$ cat config.mk
export PLATFORM = sky130hd
export DESIGN_NAME = bcd_to_bin_seq
export DESIGN_NICKNAME = d
export VERILOG_FILES = /design/src/rtl/calc_pkg.sv /design/src/rtl/bcd_mac10.sv /design/src/rtl/bcd_to_bin_seq.sv
export SDC_FILE = /design/constraint.sdc
export NUM_CORES = 1
export LEC_CHECK = 0
export CAP_MARGIN = 20
export CORE_UTILIZATION = 40
export CTS_CLUSTER_SIZE = 20
export DETAILED_ROUTE_END_ITERATION = 8
export GPL_ROUTABILITY_DRIVEN = 0
export PLACE_DENSITY = 0.59
export SLEW_MARGIN = 15
export SYNTH_ARGS = -nofsm -noshare
export SYNTH_HDL_FRONTEND = slang
export SYNTH_HIERARCHICAL = 1
export SYNTH_SLANG_ARGS = --single-unit
export TNS_END_PERCENT = 30
$ cat constraint.sdc
create_clock -name clk -period 6.7 [get_ports clk]
set_input_delay 0.67 -clock clk [delete_from_list [all_inputs] [get_ports clk]]
set_output_delay 0.67 -clock clk [all_outputs]
set_load 0.05 [all_outputs]
$ cat src/rtl/calc_pkg.sv
// calc_pkg: shared FSM state type and BCD/datapath constants for the calculator blocks.
package calc_pkg;
    typedef enum logic [1:0] {IDLE, CONV, DONE} state_t;
    localparam int BCD_DIGIT_W   = 4;
    localparam int BCD_MAX_DIGIT = 9;
    localparam int CALC_W        = 16;
endpackage

$ cat src/rtl/bcd_mac10.sv
// bcd_mac10: combinational acc*10+digit using shift-add only, and a flag for a digit above 9.
module bcd_mac10 import calc_pkg::*; #(
    parameter int W = CALC_W
) (
    input  logic [W-1:0]           acc_i,
    input  logic [BCD_DIGIT_W-1:0] digit_i,
    output logic [W-1:0]           res_o,
    output logic                   bad_o
);
    assign res_o = (acc_i << 3) + (acc_i << 1) + W'(digit_i);
    assign bad_o = digit_i > BCD_DIGIT_W'(BCD_MAX_DIGIT);
endmodule

$ cat src/rtl/bcd_to_bin_seq.sv
// bcd_to_bin_seq: sequential 4-digit BCD to binary converter, one digit per clock, valid/ready on both sides.
// Optional signed result via BCD_SIGN_EN (adds in_neg, two's-complement output).
module bcd_to_bin_seq import calc_pkg::*; #(
    parameter int NUM_DIGITS = 4,
    parameter int OUT_W      = CALC_W
) (
    input  logic                   clk,
    input  logic                   rst_n,
    input  logic                   in_valid,
    output logic                   in_ready,
    input  logic [BCD_DIGIT_W-1:0] thousands,
    input  logic [BCD_DIGIT_W-1:0] hundreds,
    input  logic [BCD_DIGIT_W-1:0] tens,
    input  logic [BCD_DIGIT_W-1:0] ones,
`ifdef BCD_SIGN_EN
    input  logic                   in_neg,
`endif
    output logic                   out_valid,
    input  logic                   out_ready,
    output logic [OUT_W-1:0]       out_data,
    output logic                   out_err
);
    localparam int DW    = NUM_DIGITS * BCD_DIGIT_W;
    localparam int CNT_W = $clog2(NUM_DIGITS);

    state_t               state_q, state_d;
    logic [OUT_W-1:0]     acc_q, acc_d, mac_res;
    logic [DW-1:0]        dig_q, dig_d;
    logic [CNT_W-1:0]     cnt_q, cnt_d;
    logic                 err_q, err_d, mac_bad, accept, last;
`ifdef BCD_SIGN_EN
    logic                 neg_q, neg_d;
`endif

    assign accept = in_valid && in_ready;
    assign last   = cnt_q == CNT_W'(NUM_DIGITS - 1);

    // digits are shifted left each step so the current MSD always sits on top
    bcd_mac10 #(.W(OUT_W)) u_mac (
        .acc_i   (acc_q),
        .digit_i (dig_q[DW-1 -: BCD_DIGIT_W]),
        .res_o   (mac_res),
        .bad_o   (mac_bad)
    );

    always_ff @(posedge clk) begin
        if (!rst_n) state_q <= IDLE;
        else        state_q <= state_d;
    end

    always_comb begin
        state_d = state_q;
        unique case (state_q)
            IDLE:    if (accept)    state_d = CONV;
            CONV:    if (last)      state_d = DONE;
            DONE:    if (out_ready) state_d = IDLE;
            default:                state_d = IDLE;
        endcase
    end

    always_comb begin
        acc_d = acc_q;
        dig_d = dig_q;
        cnt_d = cnt_q;
        err_d = err_q;
`ifdef BCD_SIGN_EN
        neg_d = neg_q;
`endif
        if (accept) begin
            acc_d = '0;
            dig_d = {thousands, hundreds, tens, ones};
            cnt_d = '0;
            err_d = 1'b0;
`ifdef BCD_SIGN_EN
            neg_d = in_neg;
`endif
        end else if (state_q == CONV) begin
            acc_d = mac_res;
            dig_d = dig_q << BCD_DIGIT_W;
            cnt_d = cnt_q + CNT_W'(1);
            err_d = err_q | mac_bad;
        end
    end

    always_ff @(posedge clk) begin
        if (!rst_n) begin
            acc_q <= '0;
            dig_q <= '0;
            cnt_q <= '0;
            err_q <= 1'b0;
`ifdef BCD_SIGN_EN
            neg_q <= 1'b0;
`endif
        end else begin
            acc_q <= acc_d;
            dig_q <= dig_d;
            cnt_q <= cnt_d;
            err_q <= err_d;
`ifdef BCD_SIGN_EN
            neg_q <= neg_d;
`endif
        end
    end

    always_comb begin
        in_ready  = state_q == IDLE;
        out_valid = state_q == DONE;
        out_err   = out_valid && err_q;
`ifdef BCD_SIGN_EN
        out_data  = (out_valid && !err_q) ? (neg_q ? ~acc_q + OUT_W'(1) : acc_q) : '0;
`else
        out_data  = (out_valid && !err_q) ? acc_q : '0;
`endif
    end
endmodule

==> results_dict.tcl, run 1 <==
set metrics [dict create \
    skew_ns 0.00264 \
    worst-endpoint-arrival_ns 2.75 \
    rows 28 \
    globalRouteOverflowTotal 0 \
    synth_flop_cell "dfxtp_1" \
    power_report.internal_total_w 0.000343 \
    clk_root_buffer_cell "clkbuf_8" \
    die_area_sq_mm 0.00676 \
    globalRoute.busiestLayer "met2" \
    async_reset_ff_share_pct 0 \
    globalRouteMet2Util_pct 27.9 \
    power.net_switching_w 0.000122 \
    detailedRoute.firstIterationViolations 78 \
    register_clock_pin_slew_on_the_reported_worst_setup_and_hold_paths_ns 0.07 \
    numCtsBuffers 5 \
    num_antenna_cells 0 \
    powerDensity_mw_per_mm2 153 \
    synth_cell_types 52 \
    hold_viol 0 \
    synthesis.nets 349 \
    seq_power_share_pct 51.3 \
    postSynthRegisterBits 37 \
    clock_latency_on_the_worst_skew_pair_ns 0.29 \
    worst_slew_margin_rel_pct 37.7 \
    finalSetupViolations 0 \
    layout-area-overhead-vs-synth_pct 17.9 \
    cts_tree "done" \
    netlist_instances 300 \
    setup.worst_path.class "register to output pin" \
    yosysSeqAreaShare_pct 28.8 \
    wire_length_of_the_first_global_routing_pass_mm 9.09 \
    crit_path_max_fo 16 \
    clock_path_buffers 2 \
    antenna_violations_before_repair 0 \
    grt_pass1_vias 1952 \
    final.fill_count 619 \
    post-layout-total-power_w 0.000465 \
    ctsResizeCount 0 \
    hold-worst-slack_ns 0.457 \
    global_route.usage.met3_pct 3.41 \
    detail_route_antenna_nets 0 \
    global_route.usage.total_pct 17.8 \
    core_area_sq_mm 0.00606 \
    rsz0062_at_grt "no" \
    cp-end-kind "output pin" \
    post_route_cells_drive_above_1_share_pct 10.2 \
    routed-via-count 2103 \
    startpoint_type "register" \
    num_io_pins 39 \
    ctsHtreeMaxLevel 2 \
    finalSetupTns_ns 0 \
    post-route-drc-count 0 \
    wl_per_cell_um 13.6 \
    layout.cells.most_common "nand2_1" \
    post_cts_buffers 0 \
    floorplan.initialDensity_pct 42.5 \
    worst_hold_class "register to register" \
    synth_edf_count 0 \
    clock_sinks 37 \
    dieHeight_um 82.2 \
    layout.core_utilization_pct 50.1 \
    cts_hold_buf 0 \
    drv.max_cap_violation_count 0 \
    num-nets-final 381 \
    vdd_drop_max_mv 0.120 \
    largest_net_degree_at_the_start_of_global_routing 23 \
    run_status "finished, final reports clean" \
    synth.avg_cell_area_sq_um 8.58 \
    via_per_inst 5.17 \
    clock_power_share_pct 34.0 \
    timing.final.crit_share_pct 51.0 \
    fmaxAchievable_mhz 293 \
    die-width_um 82.2 \
    grt_use_met1_pct 24.8 \
    timing.final.max_slew_violations 0 \
    req_time_crit_path_ns 6.03 \
    synth-warning-count 6 \
    io_buffers 38 \
    static_leak_nw 1.32 \
    mostFrequentLayoutCells "44 x nand2_1, 38 x clkdlybuf4s50_1, 37 x dfxtp_1" \
    finalCriticalPeriod_ns 3.42 \
    power.share.combinational_pct 14.7 \
    routed_wirelength_mm 5.52 \
    sw_frac_of_total_pct 26.2 \
    netlist_area_sq_mm 0.00257 \
    hpwl_mm 4.12 \
    detailedRoute.firstPassIterationCount 4 \
    worstMarginPinSlew_ns 0.931 \
]
[final timing paths]
kind	from	endpoint	slack, ns	depth (start not counted)
worst min register to register	dig_q[15]	dig_q[15]	0.46	2
worst max register to register	acc_q[0]	acc_q[14]	3.98	10
worst min-delay path	dig_q[15]	dig_q[15]	0.46	2
worst max-delay path	state_q[1]	out_data[15]	3.28	4
[cell type report]
type                       instances  area, sq um  area share, %
clock buffer                       7         86.3           2.84
timing repair buffer              40          395           13.0
tap                               75         93.8           3.09
multi-input combinational        223         1630           53.5
inverter                          25         93.8           3.09
sequential                        37          741           24.4
[power by group through the flow]
stage          sequential [W]  clock, W  combinational [W]
2_1_floorplan        0.000240         0          0.0000520
3_3_place_gp         0.000243         0          0.0000682
3_5_place_dp         0.000243         0          0.0000689
4_1_cts              0.000238  0.000163          0.0000692
5_1_grt              0.000240  0.000173          0.0000765
6_report             0.000238  0.000158          0.0000683
[critical path: stages (launching register included)]
cell             delay (ns)
dfxtp_1                0.61
nand2b_4               0.09
nor2_1                 0.71
and2_1                 0.24
clkdlybuf4s50_1        0.81
[synthesized netlist by cell type, types with 4 or more instances]
cell | count | share of area [%]
xnor2_1 | 5 | 1.7
buf_4 | 4 | 1.2
nand3_1 | 5 | 0.97
buf_6 | 5 | 2.2
nand4bb_1 | 5 | 2.2
dfxtp_1 | 37 | 29
xor2_1 | 7 | 2.4
ha_1 | 27 | 13
nor2_1 | 14 | 2.0
inv_1 | 24 | 3.5
a21oi_2 | 7 | 2.4
and2_1 | 18 | 4.4
nand2_1 | 44 | 6.4
a21oi_1 | 31 | 6.0
a21boi_0 | 4 | 1.2
o21ai_0 | 9 | 1.7
o221ai_2 | 10 | 5.8
[sequential cells by signal, indices dropped and copies added, names as in the netlist]
signal	cells
acc_q	16
cnt_q	2
dig_q	16
err_q	1
state_q	2
[stage by stage]
stage                     instance area (sq um)  worst slack (ns)  std cells
after detailed placement                   2950              3.55        400
after floorplan                            2570              4.31        300
final                                      3040              3.28        407
after global routing                       3040              3.12        407
after CTS                                  3040              3.22        407
after global placement                     2950              3.58        400
[routing by layer]
metal  part of all wire [%]  wire (um)
met1                     52       2880
met2                     44       2450
met3                    2.5        137
met4                   0.96         53
met5                      0          0
[cells by family (layout without fill, tap and decap cells)]
kind of cell,after synthesis,count (layout),share of synthesized area (%)
compound gates,78,78,23.3
xor+xnor,12,12,4.08
fa+ha+maj,29,29,14.7
buf+inv,40,72,8.07
flops,37,37,28.8
simple gates,104,104,21.1
(Power assumes the default switching activity.)
==> run 2: changes to the inputs <==
==> constraint.sdc (replaced) <==
create_clock -name clk -period 3.4 [get_ports clk]
set_input_delay 0.34 -clock clk [delete_from_list [all_inputs] [get_ports clk]]
set_output_delay 0.34 -clock clk [all_outputs]
set_load 0.05 [all_outputs]
==> run 2 against run 1 <==
  * Routed wire length is 3.5% higher
  * First-iteration DRC count is 44% higher
  * Clock-buffer cell count is 2 lower
  * Die area stayed put
  * Sequential power is 97% higher
  * Non-clock buffer count is 2 higher
  * Setup slack worse by 2.8 ns
  * Sequential share of layout area is 0.49 points lower
==> results_dict.tcl, run 2 (synthesis gave the netlist of run 1 again) <==
set metrics [dict create \
    floorplan.initialDensity_pct 42.5 \
    hold-worst-slack_ns 0.453 \
    largest_net_degree_at_the_start_of_global_routing 20 \
    register_clock_pin_slew_on_the_reported_worst_setup_and_hold_paths_ns 0.08 \
    multi_input_area_sq_mm 0.00163 \
    rsz0062_at_grt "no" \
    worst-endpoint-arrival_ns 2.54 \
    clock_latency_on_the_worst_skew_pair_ns 0.29 \
    startpoint_type "register" \
    globalRouteOverflowTotal 0 \
    clk_root_buffer_cell "clkbuf_8" \
    finalSetupTns_ns 0 \
    worst_setup_slack_after_layout_ns 0.516 \
    seq_power_share_pct 44.1 \
    worst_slew_margin_rel_pct 42.9 \
    antenna_violations_before_repair 0 \
    powerDensity_mw_per_mm2 344 \
    finish.cell_count_without_fillers 410 \
    hpwl_mm 4.18 \
    ctsHtreeMaxLevel 2 \
    clock_sinks 37 \
    detail_route_antenna_nets 0 \
    globalRoute.busiestLayer "met2" \
    core_area_sq_mm 0.00606 \
    num_antenna_cells 0 \
    power.share.combinational_pct 12.7 \
    static_leak_nw 1.35 \
    grt_use_met1_pct 26.5 \
    layout.cells.most_common "nand2_1" \
    vdd_drop_max_mv 0.263 \
    worst_hold_class "register to register" \
    numCtsBuffers 5 \
    via_per_inst 5.21 \
    cts_tree "done" \
    seqCellArea_sq_um 741 \
    rows 28 \
    post_cts_buffers 0 \
    timing.final.crit_share_pct 84.8 \
    timing.final.max_slew_violations 0 \
    mostFrequentLayoutCells "44 x nand2_1, 38 x clkdlybuf4s50_1, 37 x dfxtp_1" \
    run_status "finished, final reports clean" \
    dieHeight_um 82.2 \
    wl_per_cell_um 13.9 \
    preCtsSetupSlack_ns 0.802 \
    worstMarginPinSlew_ns 0.856 \
    finalCriticalPeriod_ns 2.88 \
    detailedRoute.firstIterationViolations 112 \
    die-width_um 82.2 \
    clock_power_share_pct 43.2 \
    req_time_crit_path_ns 3.06 \
    num_io_pins 39 \
    cp-end-kind "output pin" \
    io_buffers 38 \
    post-layout-total-power_w 0.00107 \
    global_route.usage.met3_pct 3.08 \
    crit_path_max_fo 15 \
    layout-area-overhead-vs-synth_pct 20.4 \
    post-route-drc-count 0 \
    power.net_switching_w 0.000260 \
    sw_frac_of_total_pct 24.4 \
    cts_hold_buf 0 \
    skew_ns 0.00433 \
    power_report.internal_total_w 0.000807 \
    drv.max_cap_violation_count 0 \
    final.fill_count 590 \
    routed-via-count 2138 \
    hold_viol 0 \
    reg.largest.list "acc_q x16, dig_q x16" \
    wire_length_of_the_first_global_routing_pass_mm 9.37 \
    num-nets-final 383 \
    ctsResizeCount 0 \
    setup.worst_path.class "register to output pin" \
    post_route_cells_drive_above_1_share_pct 11.3 \
    die_area_sq_mm 0.00676 \
    finalSetupViolations 0 \
    globalRouteMet2Util_pct 27.0 \
    global_route.usage.total_pct 18.3 \
    detailedRoute.firstPassIterationCount 5 \
    clock_path_buffers 2 \
    fmaxAchievable_mhz 347 \
    routed_wirelength_mm 5.71 \
    placed_cells_incl_taps 402 \
    grt_pass1_vias 2004 \
]
## run 2: per-stage QoR
step,cell area (sq um),utilization [%]
2_1_floorplan,2570,-
3_3_place_gp,2960,48.9
3_5_place_dp,2960,48.9
4_1_cts,3100,51.1
5_1_grt,3100,51.1
6_report,3100,51.1
## run 2: routing by layer
metal	share of wire [%]	wire [um]
met4	1.2	68
met5	0	0
met1	53	3030
met2	43	2430
met3	3.2	181
## run 2: worst max-delay path: stages, from the launching register on
cell and delay, ns:
dfxtp_1 0.60, nand2b_4 0.09, nor2_1 0.37, buf_4 0.24
and2_1 0.13, clkdlybuf4s50_1 0.82
## run 2: area by class of cell
cell class / instances / share of cell area (%)
clock buffer: 5 / 2.22
clock inverter: 3 / 2.10
inverter: 25 / 3.03
multi-input combinational: 223 / 52.5
sequential: 37 / 23.9
tap: 75 / 3.03
timing repair buffer: 42 / 13.2
## run 2: final timing paths
| kind | start | depth (start not counted) | endpoint | slack [ns] |
|---|---|---|---|---|
| min | acc_q[15] | 2 | acc_q[15] | 0.45 |
| max | state_q[1] | 5 | out_data[15] | 0.52 |
| min reg2reg | acc_q[15] | 2 | acc_q[15] | 0.45 |
| max reg2reg | acc_q[0] | 11 | acc_q[15] | 0.78 |
## run 2: power groups by stage
stage	registers (W)	clock network [W]	logic, W
2_1_floorplan	0.000474	0	0.000103
3_3_place_gp	0.000480	0	0.000138
3_5_place_dp	0.000480	0	0.000137
4_1_cts	0.000470	0.000470	0.000138
5_1_grt	0.000473	0.000494	0.000152
6_report	0.000470	0.000461	0.000136
